==> config.mk <==
export PLATFORM = sky130hd
export DESIGN_NAME = pushbutton_conditioner
export DESIGN_NICKNAME = d
export VERILOG_FILES = /design/src/rtl/pushbutton_pkg.sv /design/src/rtl/btn_debounce_ch.sv /design/src/rtl/pushbutton_conditioner.sv
export SDC_FILE = /design/constraint.sdc
export NUM_CORES = 1
export LEC_CHECK = 0
export CORE_ASPECT_RATIO = 1.4
export CORE_MARGIN = 3
export CORE_UTILIZATION = 45
export CTS_BUF_LIST = sky130_fd_sc_hd__clkbuf_4
export CTS_CLUSTER_SIZE = 10
export DETAILED_ROUTE_END_ITERATION = 10
export GPL_ROUTABILITY_DRIVEN = 0
export PLACE_DENSITY = 0.66
export SLEW_MARGIN = 25
export SYNTH_ARGS = -nofsm -noshare
export SYNTH_HDL_FRONTEND = slang
export SYNTH_HIERARCHICAL = 1
export SYNTH_SLANG_ARGS = --single-unit
==> constraint.sdc <==
create_clock -name clk -period 1.6 [get_ports clk]
set_clock_uncertainty 0.05 [all_clocks]
set_input_delay 0.16 -clock clk [delete_from_list [all_inputs] [get_ports clk]]
set_output_delay 0.16 -clock clk [all_outputs]
set_load 0.02 [all_outputs]
==> src/rtl/pushbutton_pkg.sv <==
// Shared definitions for the pushbutton conditioner: debounce FSM state
// encoding and synchroniser depth.
package pushbutton_pkg;

  typedef enum logic [1:0] {
    S_REL  = 2'b00,
    S_PCHK = 2'b01,
    S_PRS  = 2'b11,
    S_RCHK = 2'b10
  } btn_state_t;

  localparam int SYNC_DEPTH = 2;

endpackage

==> src/rtl/btn_debounce_ch.sv <==
// One button channel: two-flop synchroniser, debounce counter and FSM that
// produces a clean level plus a one-cycle press pulse.
//
// state  | meaning
// S_REL  | released, waiting for a press
// S_PCHK | press seen, counting stable pressed cycles
// S_PRS  | pressed level committed
// S_RCHK | release seen, counting stable released cycles
module btn_debounce_ch
  import pushbutton_pkg::*;
#(
  parameter int DB_CYCLES = 1000,
  parameter int CNT_W     = 10
) (
  input  logic clk,
  input  logic rst,
  input  logic btn_in,
  output logic level,
  output logic pulse,
  output logic pulse_nxt
);

  localparam logic [CNT_W-1:0] CNT_LAST = CNT_W'(DB_CYCLES - 1);

  logic [SYNC_DEPTH-1:0] sync_q;
  logic                  sync_q2;
  btn_state_t            state, state_nxt;
  logic [CNT_W-1:0]      cnt, cnt_nxt;
  logic                  level_nxt;

  assign sync_q2 = sync_q[SYNC_DEPTH-1];

  always_ff @(posedge clk or posedge rst) begin
    if (rst) begin
      sync_q <= '0;
      state  <= S_REL;
      cnt    <= '0;
      level  <= 1'b0;
      pulse  <= 1'b0;
    end else begin
      sync_q <= {sync_q[SYNC_DEPTH-2:0], btn_in};
      state  <= state_nxt;
      cnt    <= cnt_nxt;
      level  <= level_nxt;
      pulse  <= pulse_nxt;
    end
  end

  always_comb begin
    state_nxt = state;
    cnt_nxt   = cnt;
    level_nxt = level;
    pulse_nxt = 1'b0;
    case (state)
      S_REL: begin
        if (sync_q2) begin
          state_nxt = S_PCHK;
          cnt_nxt   = '0;
        end
      end
      S_PCHK: begin
        if (!sync_q2) begin
          state_nxt = S_REL;
          cnt_nxt   = '0;
        end else if (cnt == CNT_LAST) begin
          state_nxt = S_PRS;
          level_nxt = 1'b1;
          pulse_nxt = 1'b1;
        end else begin
          cnt_nxt = cnt + 1'b1;
        end
      end
      S_PRS: begin
        if (!sync_q2) begin
          state_nxt = S_RCHK;
          cnt_nxt   = '0;
        end
      end
      S_RCHK: begin
        // a bounce back to pressed abandons the release without a new pulse
        if (sync_q2) begin
          state_nxt = S_PRS;
          cnt_nxt   = '0;
        end else if (cnt == CNT_LAST) begin
          state_nxt = S_REL;
          level_nxt = 1'b0;
        end else begin
          cnt_nxt = cnt + 1'b1;
        end
      end
      default: begin
        state_nxt = S_REL;
        cnt_nxt   = '0;
        level_nxt = 1'b0;
      end
    endcase
  end

endmodule

==> src/rtl/pushbutton_conditioner.sv <==
// Pushbutton conditioner feeding the processor pushbutton bus.
// Build option PB_STICKY_EN: bus carries sticky press flags acknowledged by rd_strobe.
module pushbutton_conditioner
  import pushbutton_pkg::*;
#(
  parameter int NUM_BTN    = 4,
  parameter int DB_CYCLES  = 1000,
  parameter int CNT_W      = 10,
  parameter int ACTIVE_LOW = 0
) (
  input  logic               clk,
  input  logic               rst,
  input  logic [NUM_BTN-1:0] btn_raw,
  input  logic               rd_strobe,
  output logic [NUM_BTN-1:0] btn_level,
  output logic [NUM_BTN-1:0] press_pulse,
  output logic [NUM_BTN-1:0] btn_event,
  output logic [NUM_BTN-1:0] pb_out
);

  logic [NUM_BTN-1:0] btn_pressed;
  logic [NUM_BTN-1:0] pulse_nxt;

  assign btn_pressed = (ACTIVE_LOW != 0) ? ~btn_raw : btn_raw;

  for (genvar i = 0; i < NUM_BTN; i++) begin : g_ch
    btn_debounce_ch #(
      .DB_CYCLES(DB_CYCLES),
      .CNT_W    (CNT_W)
    ) u_ch (
      .clk      (clk),
      .rst      (rst),
      .btn_in   (btn_pressed[i]),
      .level    (btn_level[i]),
      .pulse    (press_pulse[i]),
      .pulse_nxt(pulse_nxt[i])
    );
  end

`ifdef PB_STICKY_EN
  logic [NUM_BTN-1:0] event_q;

  // set wins over clear so a press landing on the acknowledge edge is kept
  always_ff @(posedge clk or posedge rst) begin
    if (rst) event_q <= '0;
    else     event_q <= (event_q & ~{NUM_BTN{rd_strobe}}) | pulse_nxt;
  end

  assign btn_event = event_q;
  assign pb_out    = event_q;
`else
  logic unused_sticky;

  assign unused_sticky = ^{rd_strobe, pulse_nxt};
  assign btn_event     = '0;
  assign pb_out        = btn_level;
`endif

endmodule

==> run summary, run 1 <==
CLOCK NETWORK
-------------------------------------------------------------------------------------------------
Root buffer cell ...................................................................     clkbuf_4
Number of buffers inserted for hold repair after clock tree synthesis ..............            0
Number of buffers on the longest clock path ........................................            2
TritonCTS buffer count .............................................................            9
CTS H-Tree Depth ...................................................................            3
Latest clock arrival within the worst-skew pair ....................................       430 ps
TritonCTS clock tree ...............................................................         done
Clock sinks ........................................................................           64
Register clock-pin slew on the reported worst setup and hold paths .................       110 ps

DRT
-------------------------------------------------------------------------------------------------
Detailed Routing Iterations Pass 1 .................................................            4
Antenna Nets Post-Route ............................................................            0
Wirelength, routed .................................................................      9190 um
Wire length per cell ...............................................................      16.4 um
Final routed DRC violation total ...................................................            0
Total via count after detailed routing .............................................        3,102
Number of design-rule violations left by the first detailed-router iteration .......          109
Average via count per standard cell ................................................         5.54

SETUP PATH
-------------------------------------------------------------------------------------------------
R2R Path End ....................................................................... g_ch[3].u_ch/cnt[1]$_DFFE_PP0P_
List of cells traversed by the critical path ....................................... inv_2, ha_4, mux2_4, a41oi_4, mux2i_1, nor2_1
Cell with the largest stage delay on the worst path ................................      dfrtp_1
Worst setup path startpoint ........................................................ g_ch[3].u_ch/state[1]$_DFFE_PP0P_
Worst path arrival time ............................................................      2000 ps
Dominant delay contributor by cell family on the critical path ..................... multiplexers
Depth of the most critical reg-to-reg path .........................................            6
Maximum net fanout on the critical path ............................................            7
Required time worst endpoint .......................................................      1870 ps
Crit path launch type ..............................................................    flip-flop
Number of logic stages on the critical path including buffering ....................            6
Reg-to-Reg Start ................................................................... g_ch[3].u_ch/state[1]$_DFFE_PP0P_
WP buf/inv .........................................................................            1
Path type of the worst setup path ..................................................      reg2reg
Critical Path Sink Type ............................................................    flip-flop
Reg2Reg Setup Slack ................................................................      -130 ps
Crit-path max cell delay ...........................................................       440 ps

FINAL LAYOUT
-------------------------------------------------------------------------------------------------
Fill count .........................................................................          567
Antenna cells ......................................................................            0
Post-route non-filler standard cell count ..........................................          560
Design area ........................................................................     5390 um2
Number of nets in the finished design ..............................................          489
Ratio of cells with drive above 1 in the final layout ..............................        51.3%
Area added between synthesis and finish ............................................        44.7%

FLOORPLAN
-------------------------------------------------------------------------------------------------
Die outline area ...................................................................     9420 um2
Vertical die dimension .............................................................       114 um
Io pins ............................................................................           23
Starting Density ...................................................................        47.2%
Core Rows ..........................................................................           38
Area of the placeable core .........................................................     7890 um2
Horizontal die dimension ...........................................................      82.9 um

GLOBAL ROUTE
-------------------------------------------------------------------------------------------------
Via count of the first global-routing pass .........................................        3,181
Global-route wire length before repair .............................................    14,000 um
Global-route congestion overflow total .............................................            0
Pin count of the biggest net entering global routing ...............................           17
GRT Total Usage ....................................................................        18.2%
Antenna violations before repair ...................................................            0

TIMING
-------------------------------------------------------------------------------------------------
Worst setup margin .................................................................      -132 ps
Final count of negative-setup-slack endpoints ......................................           34
RSZ-0062 raised after global routing ...............................................         true
Total negative slack ...............................................................     -1520 ps
Highest attainable clock frequency .................................................      577 MHz
Hold violation count in the final report ...........................................            0
Period Utilization, post-route .....................................................         108%
Time the worst path needs with I/O delays and setup ................................      1730 ps
Pins over their slew limit .........................................................            0

SYNTH
-------------------------------------------------------------------------------------------------
Area of the mapped netlist .........................................................     3720 um2
Proportion of register bits with asynchronous set or reset after synthesis .........         100%
Post-synth EDFFs ...................................................................            0
Fraction of the yosys area taken by sequential cells ...............................        43.0%
Number of distinct library cell variants in the gate-level netlist after synthesis .           45
Mean post-synth cell area ..........................................................     10.7 um2
Post-Synthesis Cells ...............................................................          349
Seq cells post-synth ...............................................................           64
Leading register cell type out of synthesis ........................................      dfrtp_1
Ys Warns ...........................................................................            6

PLACED DESIGN
-------------------------------------------------------------------------------------------------
DP Worst Slack .....................................................................      -122 ps
DP HPWL ............................................................................      5670 um
Placed cell area ...................................................................     4470 um2
IO Port Bufs .......................................................................           17
Cell count after placement .........................................................          525

POWER
-------------------------------------------------------------------------------------------------
Share of total power in sequential cells ...........................................        28.0%
Total Power ........................................................................    0.00745 W
Leakage ............................................................................      2.44 nW
Part of the total power dissipated in the clock network ............................        11.2%
Max rail drop VDD ..................................................................      1.07 mV
Design internal power ..............................................................    0.00444 W
Cell Pwr Density ...................................................................  1380 nW/um2
Reported net switching power .......................................................    0.00301 W
Part of the power in combinational logic ...........................................        60.9%
Switching part of the total ........................................................        40.4%

STATUS
-------------------------------------------------------------------------------------------------
Violated checks .................................................................... setup timing
Run status ......................................................................... complete, but fails checks

MIN PATH
-------------------------------------------------------------------------------------------------
Type of the most critical hold path ................................................     in2async

JOB
-------------------------------------------------------------------------------------------------
Max-cap violations .................................................................            0

[power groups by stage]
stage	sequential, W	combinational (W)	clock, W
global route	0.00211	0.00487	0.000929
detailed placement	0.00201	0.00292	0
global placement	0.00200	0.00284	0
finish	0.00208	0.00454	0.000831
CTS	0.00200	0.00340	0.000861
floorplan	0.00198	0.00189	0
[kinds of logic after synthesis]
kind of cell / Yosys count / share of synthesized area, %
simple gates: 119 / 19.5
compound gates: 71 / 14.4
flops: 64 / 43.0
buf+inv: 34 / 5.04
fa+ha+maj: 23 / 7.73
mux: 21 / 6.45
xor+xnor: 16 / 3.76
other cells: 1 / 0.101
[worst max path at each step]
stage / end / slack, ps
2_1_floorplan: g_ch[0].u_ch/state[1]$_DFFE_PP0P_ / -80
3_3_place_gp: g_ch[2].u_ch/state[1]$_DFFE_PP0P_ / -70
3_5_place_dp: g_ch[1].u_ch/level$_DFFE_PP0P_ / -120
4_1_cts: g_ch[2].u_ch/state[1]$_DFFE_PP0P_ / -100
5_1_grt: g_ch[2].u_ch/level$_DFFE_PP0P_ / -220
6_report: g_ch[3].u_ch/cnt[1]$_DFFE_PP0P_ / -130
[state kept, by name, summed over array words and instances, names as in the netlist]
name,flops
g_ch.u_ch/cnt,40
g_ch.u_ch/level,4
g_ch.u_ch/state,8
g_ch.u_ch/pulse,4
g_ch.u_ch/sync_q,8
[worst register-to-register path: stages, from the launching register on]
cell     delay (ps)
dfrtp_1         440
inv_2            90
ha_4            160
mux2_4          350
a41oi_4         250
mux2i_1         230
nor2_1           60
[metal layers]
| layer | routed length (um) | vias up | share of wire (%) | global-route usage (%) |
|---|---|---|---|---|
| met5 | 0 | - | 0 | 0 |
| met4 | 286 | 0 | 3.1 | 10.1 |
| met3 | 238 | 23 | 2.6 | 3.68 |
| met2 | 5060 | 57 | 55 | 32.5 |
| met1 | 3610 | 1534 | 39 | 20.2 |
| li1 | - | 1488 | - | - |
[cells in the mapped netlist (2+ instances only)]
cell | n | share of area (%)
a21o_1 | 6 | 1.2
a21oi_1 | 20 | 2.7
a21oi_4 | 3 | 1.3
a2bb2oi_1 | 5 | 1.2
a311oi_1 | 4 | 0.94
a31o_2 | 4 | 0.94
and3_1 | 12 | 2.0
buf_4 | 8 | 1.6
buf_6 | 4 | 1.2
clkbuf_1 | 4 | 0.40
dfrtp_1 | 64 | 43
ha_1 | 23 | 7.7
inv_1 | 18 | 1.8
mux2_1 | 3 | 0.91
mux2_2 | 5 | 1.5
mux2_4 | 4 | 1.6
mux2i_1 | 9 | 2.4
nand2_1 | 27 | 2.7
nand3_1 | 12 | 1.6
nand4_1 | 7 | 1.2
nand4_2 | 4 | 1.3
nand4b_1 | 3 | 0.71
nor2_1 | 22 | 2.2
nor3_1 | 11 | 1.5
nor3b_1 | 6 | 1.2
nor4_1 | 2 | 0.34
nor4_4 | 4 | 2.3
o21ai_0 | 10 | 1.3
o31a_1 | 3 | 0.71
o31ai_1 | 5 | 1.0
o41ai_1 | 7 | 1.6
or3_4 | 3 | 0.91
xnor2_1 | 13 | 3.1
xor2_1 | 3 | 0.71
[final cells by class]
type	count	area, um2	share of cell area (%)
Sequential cell	64	1610	29.9
Multi-Input combinational cell	254	2550	47.4
Timing Repair Buffer	112	940	17.4
Tap cell	100	125	2.32
Clock buffer	9	67.6	1.25
Clock inverter	3	13.8	0.255
Inverter	18	80.1	1.49
[placed cells by master (no fill, tap or decap), types with 9 or more instances in the layout]
cell type | synthesis | layout
mux2_4 | 4 | 11
buf_6 | 4 | 17
nand2_1 | 27 | 20
inv_1 | 18 | 10
dfrtp_1 | 64 | 58
ha_4 | 0 | 10
ha_2 | 0 | 9
dlygate4sd2_1 | 0 | 10
nor2_1 | 22 | 18
buf_4 | 8 | 78
clkbuf_4 | 0 | 9
xnor2_1 | 13 | 12
a21oi_1 | 20 | 12
[timing repair]
item / in CTS / in global routing
gates resized for setup: 55 / 106
setup endpoints to repair: 43 / 55
pin swaps: 16 / 36
setup buffers: 6 / 18
[through the flow]
stage,hold slack [ps],utilization (%)
after global placement,284,56.7
after global routing,107,68.3
after detailed placement,286,56.7
after CTS,81.4,60.4
final,95.3,68.3
after floorplan,23.7,-
(Power assumes the default switching activity.)
==> run 2: changes to the inputs <==
--- a/config.mk
+++ b/config.mk
@@ -18,3 +18,4 @@
 export SYNTH_HDL_FRONTEND = slang
 export SYNTH_HIERARCHICAL = 1
 export SYNTH_SLANG_ARGS = --single-unit
+export TNS_END_PERCENT = 100
==> results of run 2 <==
Same layout as run 1: the final DEF is identical, and so are final timing and power.
==> run 3: changes to the inputs <==
--- a/config.mk
+++ b/config.mk
@@ -5,14 +5,16 @@
 export SDC_FILE = /design/constraint.sdc
 export NUM_CORES = 1
 export LEC_CHECK = 0
+export CELL_PAD_IN_SITES_DETAIL_PLACEMENT = 1
+export CELL_PAD_IN_SITES_GLOBAL_PLACEMENT = 1
 export CORE_ASPECT_RATIO = 1.4
 export CORE_MARGIN = 3
-export CORE_UTILIZATION = 45
+export CORE_UTILIZATION = 44
 export CTS_BUF_LIST = sky130_fd_sc_hd__clkbuf_4
 export CTS_CLUSTER_SIZE = 10
 export DETAILED_ROUTE_END_ITERATION = 10
 export GPL_ROUTABILITY_DRIVEN = 0
-export PLACE_DENSITY = 0.66
+export PLACE_DENSITY = 0.77
 export SLEW_MARGIN = 25
 export SYNTH_ARGS = -nofsm -noshare
 export SYNTH_HDL_FRONTEND = slang
==> run 3 against run 2 <==
  * Global-route usage is 8.3 points higher
  * Final cell count is 3.6% higher
  * Fmax is 9.3% lower
  * The run still ends with setup timing left
  * Critical endpoint is now g_ch[0].u_ch/cnt[3]$_DFFE_PP0P_
  * Largest cell class unchanged
==> run summary, run 3 (synthesis gave the netlist of run 1 again) <==
SETUP PATH
-------------------------------------------------------------------------------------------
Cell with the largest stage delay on the worst path ..........................      dfrtp_2
WP buf/inv ...................................................................            3   +2
List of cells traversed by the critical path ................................. inv_4, ha_4, buf_6, mux2i_4, nand3_4, buf_4, o41ai_2
Crit path launch type ........................................................    flip-flop
Path type of the worst setup path ............................................      reg2reg
Critical Path Sink Type ......................................................    flip-flop
Maximum net fanout on the critical path ......................................            4   -3
Crit-path max cell delay .....................................................       500 ps   +60 ps
Worst path arrival time ......................................................      2230 ps   +230 ps
Dominant delay contributor by cell family on the critical path ...............   flip-flops
Required time worst endpoint .................................................      1920 ps   +50 ps
Reg2Reg Setup Slack ..........................................................      -310 ps   -180 ps

FINAL LAYOUT
-------------------------------------------------------------------------------------------
Most common cell after layout, fill and taps aside ...........................        buf_4
Number of nets in the finished design ........................................          503   +2.9%
Design area ..................................................................     5760 um2   +6.9%
Number of flip-flops under the largest register name .........................           40   unchanged
Register with the most flip-flops ............................................ g_ch.u_ch/cnt
Antenna cells ................................................................            0   unchanged
Area added between synthesis and finish ......................................        54.7%
Ratio of cells with drive above 1 in the final layout ........................        54.8%   +3.5 points
Most frequent cells in the layout ............................................ buf_4, dfrtp_1, nand2_1
Largest registers ............................................................ g_ch.u_ch/cnt (40), g_ch.u_ch/state (8), g_ch.u_ch/sync_q (8)
Post-route core utilization ..................................................        70.3%   +2.0 points

DRT
-------------------------------------------------------------------------------------------
Wire length per cell .........................................................      29.6 um   +80%
Antenna Nets Post-Route ......................................................            0   unchanged
Total via count after detailed routing .......................................        3,686   +19%
Wirelength, routed ...........................................................    17,200 um   +87%
Number of design-rule violations left by the first detailed-router iteration .          270   +150%
Average via count per standard cell ..........................................         6.36   +15%
Detailed Routing Iterations Pass 1 ...........................................            5   +1
Final routed DRC violation total .............................................            0   unchanged

GLOBAL ROUTE
-------------------------------------------------------------------------------------------
Global-route wire length before repair .......................................    19,900 um   +42%
Antenna violations before repair .............................................            0   unchanged
GRT Total Usage ..............................................................        26.6%   +8.3 points
Global-route congestion overflow total .......................................            0   unchanged
Pin count of the biggest net entering global routing .........................           17   unchanged
Via count of the first global-routing pass ...................................        3,733   +17%

FLOORPLAN
-------------------------------------------------------------------------------------------
Die outline area .............................................................     9620 um2   +2.1%
Core Rows ....................................................................           39   +2.6%
Horizontal die dimension .....................................................      83.8 um   +1.0%
Io pins ......................................................................           23   unchanged
Vertical die dimension .......................................................       115 um   +1.1%
Area of the placeable core ...................................................     8200 um2   +3.9%
Starting Density .............................................................        45.4%   -1.8 points

TIMING
-------------------------------------------------------------------------------------------
Worst setup margin ...........................................................      -310 ps   -178 ps
Period Utilization, post-route ...............................................         119%   +11 points
Hold WS ......................................................................      47.2 ps   -48.1 ps
RSZ-0062 raised after global routing .........................................         true
Hold violation count in the final report .....................................            0   unchanged
Final count of negative-setup-slack endpoints ................................           49   +44%
Time the worst path needs with I/O delays and setup ..........................      1910 ps   +178 ps
Pins over their slew limit ...................................................            0   unchanged
Highest attainable clock frequency ...........................................      524 MHz   -9.3%

PLACED DESIGN
-------------------------------------------------------------------------------------------
Placed cell area .............................................................     4520 um2   +1.1%
DP HPWL ......................................................................      7290 um   +29%
IO Port Bufs .................................................................           17   unchanged
DP Worst Slack ...............................................................      -188 ps   -65.6 ps

CLOCK NETWORK
-------------------------------------------------------------------------------------------
TritonCTS buffer count .......................................................            9   unchanged
Number of buffers inserted for hold repair after clock tree synthesis ........            0   unchanged
Clock sinks ..................................................................           64   unchanged
Root buffer cell .............................................................     clkbuf_4
CTS H-Tree Depth .............................................................            3   unchanged
Latest clock arrival within the worst-skew pair ..............................       490 ps   +60 ps
Number of buffers on the longest clock path ..................................            2   unchanged
TritonCTS clock tree .........................................................         done
Register clock-pin slew on the reported worst setup and hold paths ...........       150 ps   +40 ps

POWER
-------------------------------------------------------------------------------------------
Total Power ..................................................................    0.00917 W   +23%
Cell Pwr Density .............................................................  1590 nW/um2   +15%
Leakage ......................................................................      2.54 nW   +4.1%
Max rail drop VDD ............................................................      1.21 mV   +13%

JOB
-------------------------------------------------------------------------------------------
Max-cap violations ...........................................................            0   unchanged

STATUS
-------------------------------------------------------------------------------------------
Violated checks .............................................................. setup timing
Run status ................................................................... complete, but fails checks

MIN PATH
-------------------------------------------------------------------------------------------
Type of the most critical hold path ..........................................       in2reg

==> run 3: cell types whose count changed in the layout (fill, tap and decap cells not counted), sizes merged <==
cell	change
buf	+14
bufinv	+1
clkinv	-1
clkinvlp	+4
dlygate4sd2	+2
dlymetal6s2s	-2
==> run 3: repair_timing <==
action	4_1_cts	5_1_grt
endpoints found under the setup margin	61	55
resized for setup	96	96
pin swaps	29	38
setup buffers	14	20
cloned	0	0
==> run 3: report_power, final <==
group	leakage [nW]	switching (W)	internal [W]
clock	0.0618	0.000774	0.000470
combinational	1.64	0.00299	0.00277
sequential	0.845	0.000336	0.00183
==> run 3: layer usage <==
| layer | up-vias | GRT usage [%] | part of all wire, % |
|---|---|---|---|
| li1 | 1514 | - | - |
| met5 | - | 0 | 0 |
| met3 | 93 | 5.16 | 5.2 |
| met1 | 1885 | 29.4 | 37 |
| met2 | 194 | 47.6 | 52 |
| met4 | 0 | 15.2 | 6.0 |
==> run 3: worst paths after layout <==
check	cells past startpoint	end	startpoint
hold reg to reg	0	g_ch[1].u_ch/sync_q[1]$_DFF_PP0_	g_ch[1].u_ch/sync_q[0]$_DFF_PP0_
setup / recovery	7	g_ch[0].u_ch/cnt[3]$_DFFE_PP0P_	g_ch[0].u_ch/state[0]$_DFFE_PP0P_
min in group asynchronous	2	g_ch[0].u_ch/state[0]$_DFFE_PP0P_	rst
hold / removal	1	g_ch[3].u_ch/sync_q[0]$_DFF_PP0_	btn_raw[3]
setup reg to reg	7	g_ch[0].u_ch/cnt[3]$_DFFE_PP0P_	g_ch[0].u_ch/state[0]$_DFFE_PP0P_
max in group asynchronous	3	g_ch[0].u_ch/cnt[7]$_DFFE_PP0P_	rst
==> run 3: area by class of cell <==
class | count | area, um2
fillers | 786 | 2440
clock buffers | 9 | 67.6
multi-input cells | 254 | 2720
clock inverters | 7 | 72.6
repair buffers | 126 | 1070
inverters | 18 | 82.6
well taps | 102 | 128
flip-flops and latches | 64 | 1610
==> run 3: metrics by stage <==
stage | TNS [ps] | std cells
after global placement | -511 | 533
after detailed placement | -2580 | 533
after global routing | -9750 | 580
after floorplan | -247 | 352
after CTS | -1720 | 562
final | -7820 | 580
